$ cat config.mk
export PLATFORM = sky130hd
export DESIGN_NAME = multi_frame_video_streamer
export DESIGN_NICKNAME = d
export VERILOG_FILES = /design/src/rtl/multi_frame_video_streamer.sv
export SDC_FILE = /design/constraint.sdc
export NUM_CORES = 1
export LEC_CHECK = 0
export CORE_AREA = 2 2 112 92
export DETAILED_ROUTE_END_ITERATION = 16
export DIE_AREA = 0 0 114 94
export GPL_TIMING_DRIVEN = 0
export PLACE_DENSITY = 0.8
export SYNTH_ARGS = -nofsm -noshare
export SYNTH_HDL_FRONTEND = slang
export SYNTH_SLANG_ARGS = --single-unit
$ cat constraint.sdc
create_clock -name clk -period 6.75 [get_ports clk]
set_input_delay 1.0125 -clock clk [delete_from_list [all_inputs] [get_ports clk]]
set_output_delay 1.0125 -clock clk [all_outputs]
set_load 0.03 [all_outputs]
$ cat src/rtl/multi_frame_video_streamer.sv
// Purpose: replays NUM_FRAMES stored images as Avalon-ST video frames with {R,G,B} channel expansion.
// Latency: first beat two cycles after enable is sampled in IDLE, then one beat per cycle across frames.
// Backpressure: a 2-entry skid buffer and credit-limited fetch hold the presented beat stable while ready=0.
// Ports: clk, reset_n (async active-low), enable, frame_sel[3:0] (sampled at pixel (0,0)), ready in;
//   data[3*OUT_CHAN_BITS-1:0] {R,G,B}, startofpacket, endofpacket, valid, frame_count[15:0] out.
// Option: defining STREAMER_TEST_PATTERN_EN adds input test_mode (8 vertical colour bars instead of ROM).
module multi_frame_video_streamer #(
  parameter int WIDTH         = 320,
  parameter int HEIGHT        = 240,
  parameter int NUM_FRAMES    = 4,
  parameter int SRC_CHAN_BITS = 4,
  parameter int OUT_CHAN_BITS = 10
) (
  input  logic                       clk,
  input  logic                       reset_n,
  input  logic                       enable,
  input  logic [3:0]                 frame_sel,
`ifdef STREAMER_TEST_PATTERN_EN
  input  logic                       test_mode,
`endif
  output logic [3*OUT_CHAN_BITS-1:0] data,
  output logic                       startofpacket,
  output logic                       endofpacket,
  output logic                       valid,
  input  logic                       ready,
  output logic [15:0]                frame_count
);

  localparam int ROM_W     = 3 * SRC_CHAN_BITS;
  localparam int OUT_W     = 3 * OUT_CHAN_BITS;
  localparam int FRAME_PIX = WIDTH * HEIGHT;
  localparam int XW        = (WIDTH > 1) ? $clog2(WIDTH) : 1;
  localparam int YW        = (HEIGHT > 1) ? $clog2(HEIGHT) : 1;
  localparam int REP       = (OUT_CHAN_BITS + SRC_CHAN_BITS - 1) / SRC_CHAN_BITS;

  typedef enum logic [1:0] {S_IDLE, S_FETCH, S_STREAM} state_t;

  // Image store: word at address a is (a*0x3A7 + 0xA5F) truncated to ROM_W bits.
  // An arithmetic fill keeps the images reproducible without an init file; the
  // registered read below maps onto a synchronous-read block ROM.
  function automatic logic [ROM_W-1:0] rom_word(input logic [31:0] addr);
    return ROM_W'(addr * 32'h0000_03A7 + 32'h0000_0A5F);
  endfunction

  // Repeat the source bits MSB-first and keep the top OUT_CHAN_BITS.
  function automatic logic [OUT_CHAN_BITS-1:0] expand(input logic [SRC_CHAN_BITS-1:0] s);
    return OUT_CHAN_BITS'({REP{s}} >> (REP * SRC_CHAN_BITS - OUT_CHAN_BITS));
  endfunction

`ifdef STREAMER_TEST_PATTERN_EN
  function automatic logic [OUT_W-1:0] bar_pixel(input logic [2:0] bar);
    return {{OUT_CHAN_BITS{bar[2]}}, {OUT_CHAN_BITS{bar[1]}}, {OUT_CHAN_BITS{bar[0]}}};
  endfunction
`endif

  state_t             state_q;
  logic [XW-1:0]      x_q, x_d;
  logic [YW-1:0]      y_q, y_d;
  logic [3:0]         frame_q;
  logic               halt_q;
  // ROM read stage: data lands in rom_q one cycle after issue.
  logic               rd_vld_q, rd_sop_q, rd_eop_q;
  logic [ROM_W-1:0]   rom_q;
  // Output head register and skid entry.
  logic               valid_q, sop_q, eop_q;
  logic [OUT_W-1:0]   data_q;
  logic               skid_vld_q, skid_sop_q, skid_eop_q;
  logic [OUT_W-1:0]   skid_data_q;
  logic [15:0]        frame_count_q;
`ifdef STREAMER_TEST_PATTERN_EN
  logic               tp_q, rd_tp_q;
  logic [2:0]         rd_bar_q;
  logic               fetch_tp;
  logic [2:0]         fetch_bar;
`endif

  logic               pop, push, at_origin, last_x, last_y;
  logic               fetch_active, credit, want, stop, issue;
  logic [1:0]         occ_d;
  logic [3:0]         sel_frame, fetch_frame;
  logic [31:0]        rd_addr;
  logic [OUT_W-1:0]   push_data;

  always_comb begin
    pop       = valid_q & ready;
    push      = rd_vld_q;
    at_origin = (x_q == '0) && (y_q == '0);
    last_x    = (x_q == XW'(WIDTH - 1));
    last_y    = (y_q == YW'(HEIGHT - 1));

    // Occupancy of head+skid after this edge; a new read may only be issued if
    // its data will still find room when it lands next cycle.
    occ_d  = 2'(valid_q) + 2'(skid_vld_q) + 2'(push) - 2'(pop);
    credit = (occ_d < 2'd2);

    // Enable is honoured at the frame boundary: the fetcher either starts the
    // next frame at (0,0) or halts, so a running frame is never truncated.
    fetch_active = (state_q == S_FETCH) || ((state_q == S_STREAM) && !halt_q);
    want         = fetch_active && credit;
    stop         = want && at_origin && (state_q == S_STREAM) && !enable;
    issue        = want && !stop;

    sel_frame   = (32'(frame_sel) < 32'(NUM_FRAMES)) ? frame_sel : 4'd0;
    fetch_frame = at_origin ? sel_frame : frame_q;
    rd_addr     = 32'(fetch_frame) * 32'(FRAME_PIX) + 32'(y_q) * 32'(WIDTH) + 32'(x_q);

    x_d = last_x ? '0 : x_q + XW'(1);
    y_d = last_x ? (last_y ? '0 : y_q + YW'(1)) : y_q;

    push_data = {expand(rom_q[ROM_W-1 -: SRC_CHAN_BITS]),
                 expand(rom_q[2*SRC_CHAN_BITS-1 -: SRC_CHAN_BITS]),
                 expand(rom_q[SRC_CHAN_BITS-1:0])};
`ifdef STREAMER_TEST_PATTERN_EN
    fetch_tp  = at_origin ? test_mode : tp_q;
    fetch_bar = 3'((32'(x_q) * 32'd8) / 32'(WIDTH));
    if (rd_tp_q) push_data = bar_pixel(rd_bar_q);
`endif
  end

  // ROM read port: no reset so it stays a plain registered block-ROM read.
  always_ff @(posedge clk) begin
    if (issue) rom_q <= rom_word(rd_addr);
  end

  always_ff @(posedge clk or negedge reset_n) begin
    if (!reset_n) begin
      state_q       <= S_IDLE;
      x_q           <= '0;
      y_q           <= '0;
      frame_q       <= '0;
      halt_q        <= 1'b0;
      rd_vld_q      <= 1'b0;
      rd_sop_q      <= 1'b0;
      rd_eop_q      <= 1'b0;
      valid_q       <= 1'b0;
      sop_q         <= 1'b0;
      eop_q         <= 1'b0;
      data_q        <= '0;
      skid_vld_q    <= 1'b0;
      skid_sop_q    <= 1'b0;
      skid_eop_q    <= 1'b0;
      skid_data_q   <= '0;
      frame_count_q <= '0;
`ifdef STREAMER_TEST_PATTERN_EN
      tp_q          <= 1'b0;
      rd_tp_q       <= 1'b0;
      rd_bar_q      <= '0;
`endif
    end else begin
      // Fetch side: pixel counters advance on every issued read.
      rd_vld_q <= issue;
      if (issue) begin
        rd_sop_q <= at_origin;
        rd_eop_q <= last_x && last_y;
        x_q      <= x_d;
        y_q      <= y_d;
        if (at_origin) frame_q <= sel_frame;
`ifdef STREAMER_TEST_PATTERN_EN
        rd_tp_q  <= fetch_tp;
        rd_bar_q <= fetch_bar;
        if (at_origin) tp_q <= test_mode;
`endif
      end

      // Output side: head register drives the ports, skid catches the
      // in-flight read when the head is stalled.
      if (!valid_q || pop) begin
        if (skid_vld_q) begin
          valid_q    <= 1'b1;
          data_q     <= skid_data_q;
          sop_q      <= skid_sop_q;
          eop_q      <= skid_eop_q;
          skid_vld_q <= push;
          if (push) begin
            skid_data_q <= push_data;
            skid_sop_q  <= rd_sop_q;
            skid_eop_q  <= rd_eop_q;
          end
        end else if (push) begin
          valid_q <= 1'b1;
          data_q  <= push_data;
          sop_q   <= rd_sop_q;
          eop_q   <= rd_eop_q;
        end else begin
          valid_q <= 1'b0;
          sop_q   <= 1'b0;
          eop_q   <= 1'b0;
        end
      end else if (push) begin
        skid_vld_q  <= 1'b1;
        skid_data_q <= push_data;
        skid_sop_q  <= rd_sop_q;
        skid_eop_q  <= rd_eop_q;
      end

      if (pop && eop_q) frame_count_q <= frame_count_q + 16'd1;

      case (state_q)
        S_IDLE: begin
          halt_q <= 1'b0;
          if (enable) state_q <= S_FETCH;
        end
        // Pixel (0,0) is read here; its data lands as the state enters STREAM.
        S_FETCH: state_q <= S_STREAM;
        S_STREAM: begin
          // Leave once halted and the final (EOP) beat has drained.
          if (halt_q && !skid_vld_q && !rd_vld_q && (!valid_q || (pop && eop_q)))
            state_q <= S_IDLE;
        end
        default: state_q <= S_IDLE;
      endcase
      if (stop) halt_q <= 1'b1;
    end
  end

  assign data          = data_q;
  assign startofpacket = sop_q;
  assign endofpacket   = eop_q;
  assign valid         = valid_q;
  assign frame_count   = frame_count_q;

endmodule

[Word-level counts from Yosys, hierarchy flattened]
Cells that the tools add are included.
Operators by class
  add/sub/neg operators: 9
  multipliers: 3
  magnitude comparators: 2
  eq/ne operators: 7
  multiplexer cells: 29
  bitwise gates (word level): 1
  reductions and logical operators: 30
Operator list (count)
  two-way mux 30 bit: 5
  adder 22 x 9 -> 23 bit: 1
  multiplier 23 x 10 -> 12 bit, second input constant: 1
  adder 21 x 17 -> 22 bit: 1
  two-way mux 1 bit: 17
  adder 16 x 1 -> 16 bit, second input constant: 1
  adder 12 bit, second input constant: 1
  logical AND 1 bit: 12
  multiplier 4 x 7 -> 11 bit, second input constant: 1
  multiplier 8 x 3 -> 11 bit, second input constant: 1
  adder 9 x 1 -> 9 bit, second input constant: 1
  == test 9 bit, second input constant: 1
  logical NOT 9 bit: 1
  two-way mux 9 bit: 1
  adder 8 x 1 -> 8 bit, second input constant: 1
  == test 8 bit, second input constant: 1
  logical NOT 8 bit: 1
  two-way mux 4 bit: 2
  two-way mux 8 bit: 1
  logical NOT 1 bit: 6
  case mux 2 bit (3 select lines): 1
  AND reduction 2 bit: 3
  nonzero test 2 bit: 3
  < comparator 4 x 3 -> 1 bit, second input constant: 1
  other kinds (12): 16
Word-level totals
  register bits after elaboration: 121
  logic and storage cells: 99

[Longest topological paths before layout]
Gate-level depths: netlist of the first run.
  depth in word-level cells: 11
  mapped depth: 19
  depth with buffers taken out: 19

[Worst setup path after synthesis of the first run]
OpenSTA, ideal clock, no wires.
  path kind: reg2reg
  start: register y_q[0]
  end: register rom_q[11] (data pin)
  setup time: 261 ps
  arrival time: 4408 ps
  required time: 6489 ps
  slack: 2080 ps
  stages on the path, launching flop included: 20
  path buffers: 0
  cells stage by stage: dfrtp_1 -> ha_1 -> ha_1 -> a21oi_1 -> nand2_1 -> xor2_1 -> ha_1 -> inv_1 -> ha_1 -> inv_1 -> fa_1 -> fa_1 -> fa_1 -> xnor2_1 -> xnor2_1 -> xnor2_1 -> xnor2_1 -> xnor2_1 -> xnor2_1 -> xnor2_1
On the way
  word-level cells in the longest chain between the ends: 8
Ends and longest elaborated chain
  start, declared: RTL line 58  | logic [YW-1:0] y_q, y_d;
  start signal, assigned: RTL line 156  | y_q <= y_d;
  logical NOT 8 bit: RTL line 87  | at_origin = (x_q == '0) && (y_q == '0);
  logical AND 1 bit: RTL line 87
  two-way mux 4 bit
  multiplier 4 x 7 -> 11 bit: RTL line 105  | rd_addr = 32'(fetch_frame) * 32'(FRAME_PIX) + 32'(y_q) * 32'(WIDTH) + 32'(x_q);
  adder 21 x 17 -> 22 bit *: RTL line 105
  adder 22 x 9 -> 23 bit *: RTL line 105
  multiplier 23 x 10 -> 12 bit *: RTL line 42  | return ROM_W'(addr * 32'h0000_03A7 + 32'h0000_0A5F);
  adder 12 bit *: RTL line 42
  end signal, assigned: RTL line 122  | if (issue) rom_q <= rom_word(rd_addr);
  end, declared: RTL line 63  | logic [ROM_W-1:0] rom_q;
Every way passes the cells marked *; elsewhere a longest branch is shown, timed or not.
A chain may end at the register's enable or synchronous reset.

[Final worst setup path of the first run]
  start: register x_q[1]
  end: register rom_q[11] (data pin)
On the way
  word-level cells in the longest chain between the ends: 8
Ends and longest elaborated chain
  start, declared: RTL line 57  | logic [XW-1:0] x_q, x_d;
  start signal, assigned: RTL line 128  | x_q <= '0;
  start signal, assigned: RTL line 155  | x_q <= x_d;
  logical NOT 9 bit: RTL line 87
  logical AND 1 bit: RTL line 87
  two-way mux 4 bit
  named net fetch_frame[0]: RTL line 80  | logic [3:0] sel_frame, fetch_frame;
  multiplier 4 x 7 -> 11 bit: RTL line 105
  adder 21 x 17 -> 22 bit: RTL line 105
  adder 22 x 9 -> 23 bit: RTL line 105
  multiplier 23 x 10 -> 12 bit: RTL line 42
  adder 12 bit: RTL line 42
The timed path passes the listed nets, and every way through them passes these cells.

==> results.cfg, run 1 <==
[layout]
nets = 661
drive_gt1_share_pct = 11.21
syn_to_final_growth_pct = 18.43
fin_cells = 699
num_antenna_cells = 0

[detailed_routing]
viasPerCell = 5.340
drc = 0
wirelength_mm = 10.33
drtIter0Drc = 199
vias = 3733
ant_nets = 0
wl_per_cell_microns = 14.78
dr.pass1.iters = 4

[flow_run]
max-cap-violations = 0

[timing]
max_freq_ghz = 0.1937
setup_viol = 0
fin_crit_sh_pct = 76.47
fin_tns_setup_ps = 0
skew_ps = 5.487
worst_pin_slew_ps = 893.5
hold_viol = 0
hold_ws_ps = 470.9
rsz0062_at_grt = no
slew_headroom_pct = 40.44
final.min_clock_period_ps = 5162
final_max_slew_viol_count = 0

[synthesis]
yosys.area_share.xor_xnor_pct = 8.492
synth-compound-area-share_pct = 6.638
avgSynthCellArea_sq_um = 10.76
synthSimpleGateAreaFrac_pct = 11.44
synth.area.mux_share_pct = 5.264
ys_ff_latch = 83
netlist_area_sq_um = 5466
yosysSeqAreaShare_pct = 39.09
ys_types = 48
synthAdderAreaFrac_pct = 21.61
syn_inst = 508
synth_largest_area_cell = dfrtp_1
synth_warnings = 0
yosysMostFrequentCell = dfrtp_1
synth-edff-count = 12
synth_top_area_share_pct = 32.50
ys_top_cells_by_area = dfrtp_1 (33%), ha_1 (12%), fa_1 (9.5%), edfxtp_1 (6.6%), xnor2_1 (6.4%)
synth_top_family_by_area = adder cells
synth_flop_cell = dfrtp_1
async_flop_share_pct = 85.54
syn_nets = 594
yosys-top-cells-count = dfrtp_1 (71), inv_1 (57), ha_1 (52)

[clock_tree]
ctsLongestPathBuffers = 2
ctsHtreeMaxLevel = 3
cts_buffers = 9
ctsHoldBuffers = 0
tritoncts = yes
clkLatencyLatePin_ps = 340
post-cts-setup-buffers = 0
cts.clk_slew.worst_paths_ps = 60
cts_sinks = 83
postCtsResizedCells = 0
cts.root.buffer_cell = clkbuf_16

[global_routing]
grt_max_degree = 72
antenna_found_initial = 0
grt_pass1_vias = 3782
grt_pass1_wl_mm = 17.86
grtUsageTotal_pct = 21.09
grt-ovfl-total = 0

[worst_setup_path]
critPathRequiredTime_ps = 6830
cp.arrival_ps = 5240
crit_path_start_kind = flip-flop
path_max_fanout = 9
critPathKind = flip-flop to flip-flop
ff2ff_setup_slack_ps = 1590
cp-end-kind = flip-flop
r2r_start = x_q[1]
crit_start = x_q[1]

[placement]
gp_congestion = 0.8457
dp_cells = 683
port-buffer-count = 56
hpwl_mm = 7.692

[min_path]
hold_path.class = flip-flop to flip-flop
worstHoldStart = frame_count[15]

[floorplanning]
std_cell_rows = 32
die_x_microns = 114
coreArea_sq_um = 9529
ios = 57
start_util_pct = 57.37
die_area_sq_um = 10720
die_y_microns = 94

[outcome]
outcome = completed
## final cells by class
| cell class | instances | area (sq um) |
|---|---|---|
| sequential | 83 | 2137 |
| clock inverter | 7 | 75.07 |
| multi-input combinational | 339 | 2922 |
| timing repair buffer | 56 | 558.0 |
| buffer | 28 | 190.2 |
| clock buffer | 9 | 225.2 |
| tap | 119 | 148.9 |
| fill | 687 | 3055 |
| inverter | 58 | 217.7 |
## per-stage QoR
stage               worst slack (ps)  instance area [sq um]  util (%)
global route                    1173                   6474     67.94
finish                          1588                   6474     67.94
floorplan                       2080                   5466         -
detailed placement              1427                   6173     64.78
global placement                1496                   6176     64.81
CTS                             1508                   6474     67.94
## state kept, by name, summed over array words and instances, names as in the netlist
register and cells:
frame_count 16, data 12, rom_q 12, skid_data_q 12, x_q 9, y_q 8
frame_q 2, state_q 2, endofpacket 1, halt_q 1, push 1, rd_eop_q 1
rd_sop_q 1, skid_eop_q 1, skid_sop_q 1, skid_vld_q 1, startofpacket 1, valid 1
## layer usage
layer  track usage, %  up-vias  part of all wire, %
li1                 -     1802                    -
met1            28.04     1839                   46
met2            35.22       79                   49
met3            3.419       13                  4.0
met4            7.520        0                  1.2
met5                0        -                    0
## critical path: stages (launching register included)
cell and delay [ps]:
dfrtp_1 530, inv_1 300, ha_1 260, and4b_1 240, nand4_4 170, o21ai_0 470, ha_1 370, xnor2_1 200
ha_1 250, inv_1 70, fa_1 430, fa_1 450, xnor2_1 150, xnor2_1 230, xnor2_1 170, xnor2_1 150
xnor2_1 110, xnor2_1 250, xnor2_1 100
## kinds of logic after synthesis
logic type                 after synthesis
buffers and inverters                   86
xor gates and xnor gates                53
and+or+nand+nor                        118
muxes                                   27
AOI/OAI and AO/OA                       62
adders and majority gates               79
DFF                                     83
## final timing paths
kind	end	cells after the start
max	rom_q[11]	18
min	frame_count[15]	1
max reg2reg	rom_q[11]	18
min reg2reg	frame_count[15]	1
max in group asynchronous	x_q[1]	1
min in group asynchronous	data[28]	1
## cells in the final DEF (no fill, tap or decap), drive strengths merged, types with 5 or more instances in the layout
master          n
dfrtp          71
inv            60
clkdlybuf4s50  55
ha             52
xnor2          40
nor2           36
nand2          32
fa             26
a21oi          25
buf            23
o21ai          20
nand3          17
clkbuf         15
mux2           14
xor2           13
mux2i          13
edfxtp         12
nor2b           5
nand2b          5
nand4           5
Power of run 1 is not shown: default switching activity piles up to over one toggle a cycle in this logic, so the estimate is an artifact.
==> inputs of run 2 (changes only) <==
==> constraint.sdc (replaced) <==
create_clock -name clk -period 4.9 [get_ports clk]
set_input_delay 0.735 -clock clk [delete_from_list [all_inputs] [get_ports clk]]
set_output_delay 0.735 -clock clk [all_outputs]
set_load 0.03 [all_outputs]
==> run 2 against run 1 <==
  * Final cell count is 1.1% higher
  * Design area rose by 3.3%
  * Utilization increased by 2.3 points
  * Flip-flop and latch count is the same
  * Routed wire length grew 2.9%
==> results.cfg, run 2 (synthesized netlist as in run 1, its figures left out) <==
[min_path]
worstHoldStart = frame_count[15]
hold_path.class = flip-flop to flip-flop

[placement]
place_area_sq_um = 6173
port-buffer-count = 56
gp_congestion = 0.8457
dpl_worst_slack_ps = -345.0
hpwl_mm = 7.692

[worst_setup_path]
slowest_delay_ps = 580
path_depth = 16
crit_start = y_q[0]
ff2ff_setup_slack_ps = 140
reg2reg_depth = 16
cp-endpoint = rom_q[11]
critPathRequiredTime_ps = 4970
worstReg2RegEnd = rom_q[11]
crit_slowest_cell = fa_2
crit_family = adder cells
crit_path_start_kind = flip-flop
path_buf_inv = 3
path_max_fanout = 5
cp-end-kind = flip-flop
critPathKind = flip-flop to flip-flop
cp.arrival_ps = 4830
timing.critical_path.cells = buf_4 -> ha_2 -> fa_2 -> ha_1 -> ha_1 -> fa_1 -> inv_1 -> fa_1 -> fa_1 -> inv_1 -> ha_1 -> nor2_1 -> nor2_1 -> o41ai_4 -> o21ai_1 -> xnor2_1
r2r_start = y_q[0]

[floorplanning]
die_x_microns = 114
die_y_microns = 94
die_area_sq_um = 10720
std_cell_rows = 32
coreArea_sq_um = 9529
start_util_pct = 57.37
ios = 57

[timing]
setup_viol = 0
setup_ws_ps = 143.4
slew_headroom_pct = 40.54
skew_ps = 6.024
hold_viol = 0
final.min_clock_period_ps = 4757
final_max_slew_viol_count = 0
max_freq_ghz = 0.2102
worst_pin_slew_ps = 891.9
fin_crit_sh_pct = 97.07

[clock_tree]
ctsHoldBuffers = 0
cts.root.buffer_cell = clkbuf_16
clkLatencyLatePin_ps = 340
cts.clk_slew.worst_paths_ps = 60
ctsLongestPathBuffers = 2
tritoncts = yes
cts_sinks = 83
cts_buffers = 9
ctsHtreeMaxLevel = 3

[layout]
num_antenna_cells = 0
nets = 669
fin_area_sq_um = 6690
final_cell_mix = dfrtp_1 (64), clkdlybuf4s50_1 (55), inv_1 (54)
layout_commonest_cell = dfrtp_1
largest_reg_flops = 16
drive_gt1_share_pct = 17.01
syn_to_final_growth_pct = 22.39

[detailed_routing]
ant_nets = 0
viasPerCell = 5.339
wirelength_mm = 10.63
drtIter0Drc = 226
drc = 0
dr.pass1.iters = 4
wl_per_cell_microns = 15.04
vias = 3775

[global_routing]
grt_max_degree = 72
grt_pass1_wl_mm = 18.04
antenna_found_initial = 0
grt-ovfl-total = 0
grt_pass1_vias = 3818
grtUsageTotal_pct = 21.28

[outcome]
outcome = completed

[flow_run]
max-cap-violations = 0
-- run 2: area by class of cell --
class,instances,area (sq um)
fillers,671,2839
flip-flops and latches,83,2146
clock buffers,9,225.2
repair buffers,64,618.1
clock inverters,7,75.07
well taps,119,148.9
inverters,58,222.7
plain buffers,28,190.2
multi-input cells,339,3064
-- run 2: metal layers --
metal	part of all wire (%)	routed length (microns)	vias to the layer above	GRT usage [%]
met3	3.4	361	16	3.355
met2	49	5210	67	35.76
met5	0	0	-	0
li1	-	-	1816	-
met4	1.5	159	0	7.419
met1	46	4899	1876	28.25
-- run 2: worst min-delay path by stage --
stage,slack [ps],cells after the start,end
2_1_floorplan,440,0,data[16]
3_3_place_gp,460,1,frame_count[15]
3_5_place_dp,460,1,frame_count[15]
4_1_cts,480,1,frame_count[15]
5_1_grt,510,1,frame_count[15]
6_report,470,1,frame_count[15]
-- run 2: metrics by stage --
step,hold WS [ps],utilization (%),TNS [ps],instances
after floorplan,439.4,-,0,508
after global placement,460.3,64.81,-218.7,683
after detailed placement,464.7,64.78,-345.0,683
after CTS,477.6,68.79,0,702
after global routing,510.8,70.21,-10.69,707
final,471.1,70.21,0,707
-- run 2: worst register-to-register path: cells and delay by family (launching register included) --
kind                     cells  cell delay, ps
AND/OR/NAND/NOR              2             230
adder cells (fa/ha/maj)      8            3180
flip-flops                   1             430
buffers and inverters        3             260
XOR/XNOR                     1             100
AO/OA/AOI/OAI                2             290
-- run 2: timing repair --
item	CTS	global route
pin swaps	8	14
buffers inserted	3	5
setup endpoints to repair	1	1
gates resized for setup	14	20
Power of run 2 is left out for the same reason.
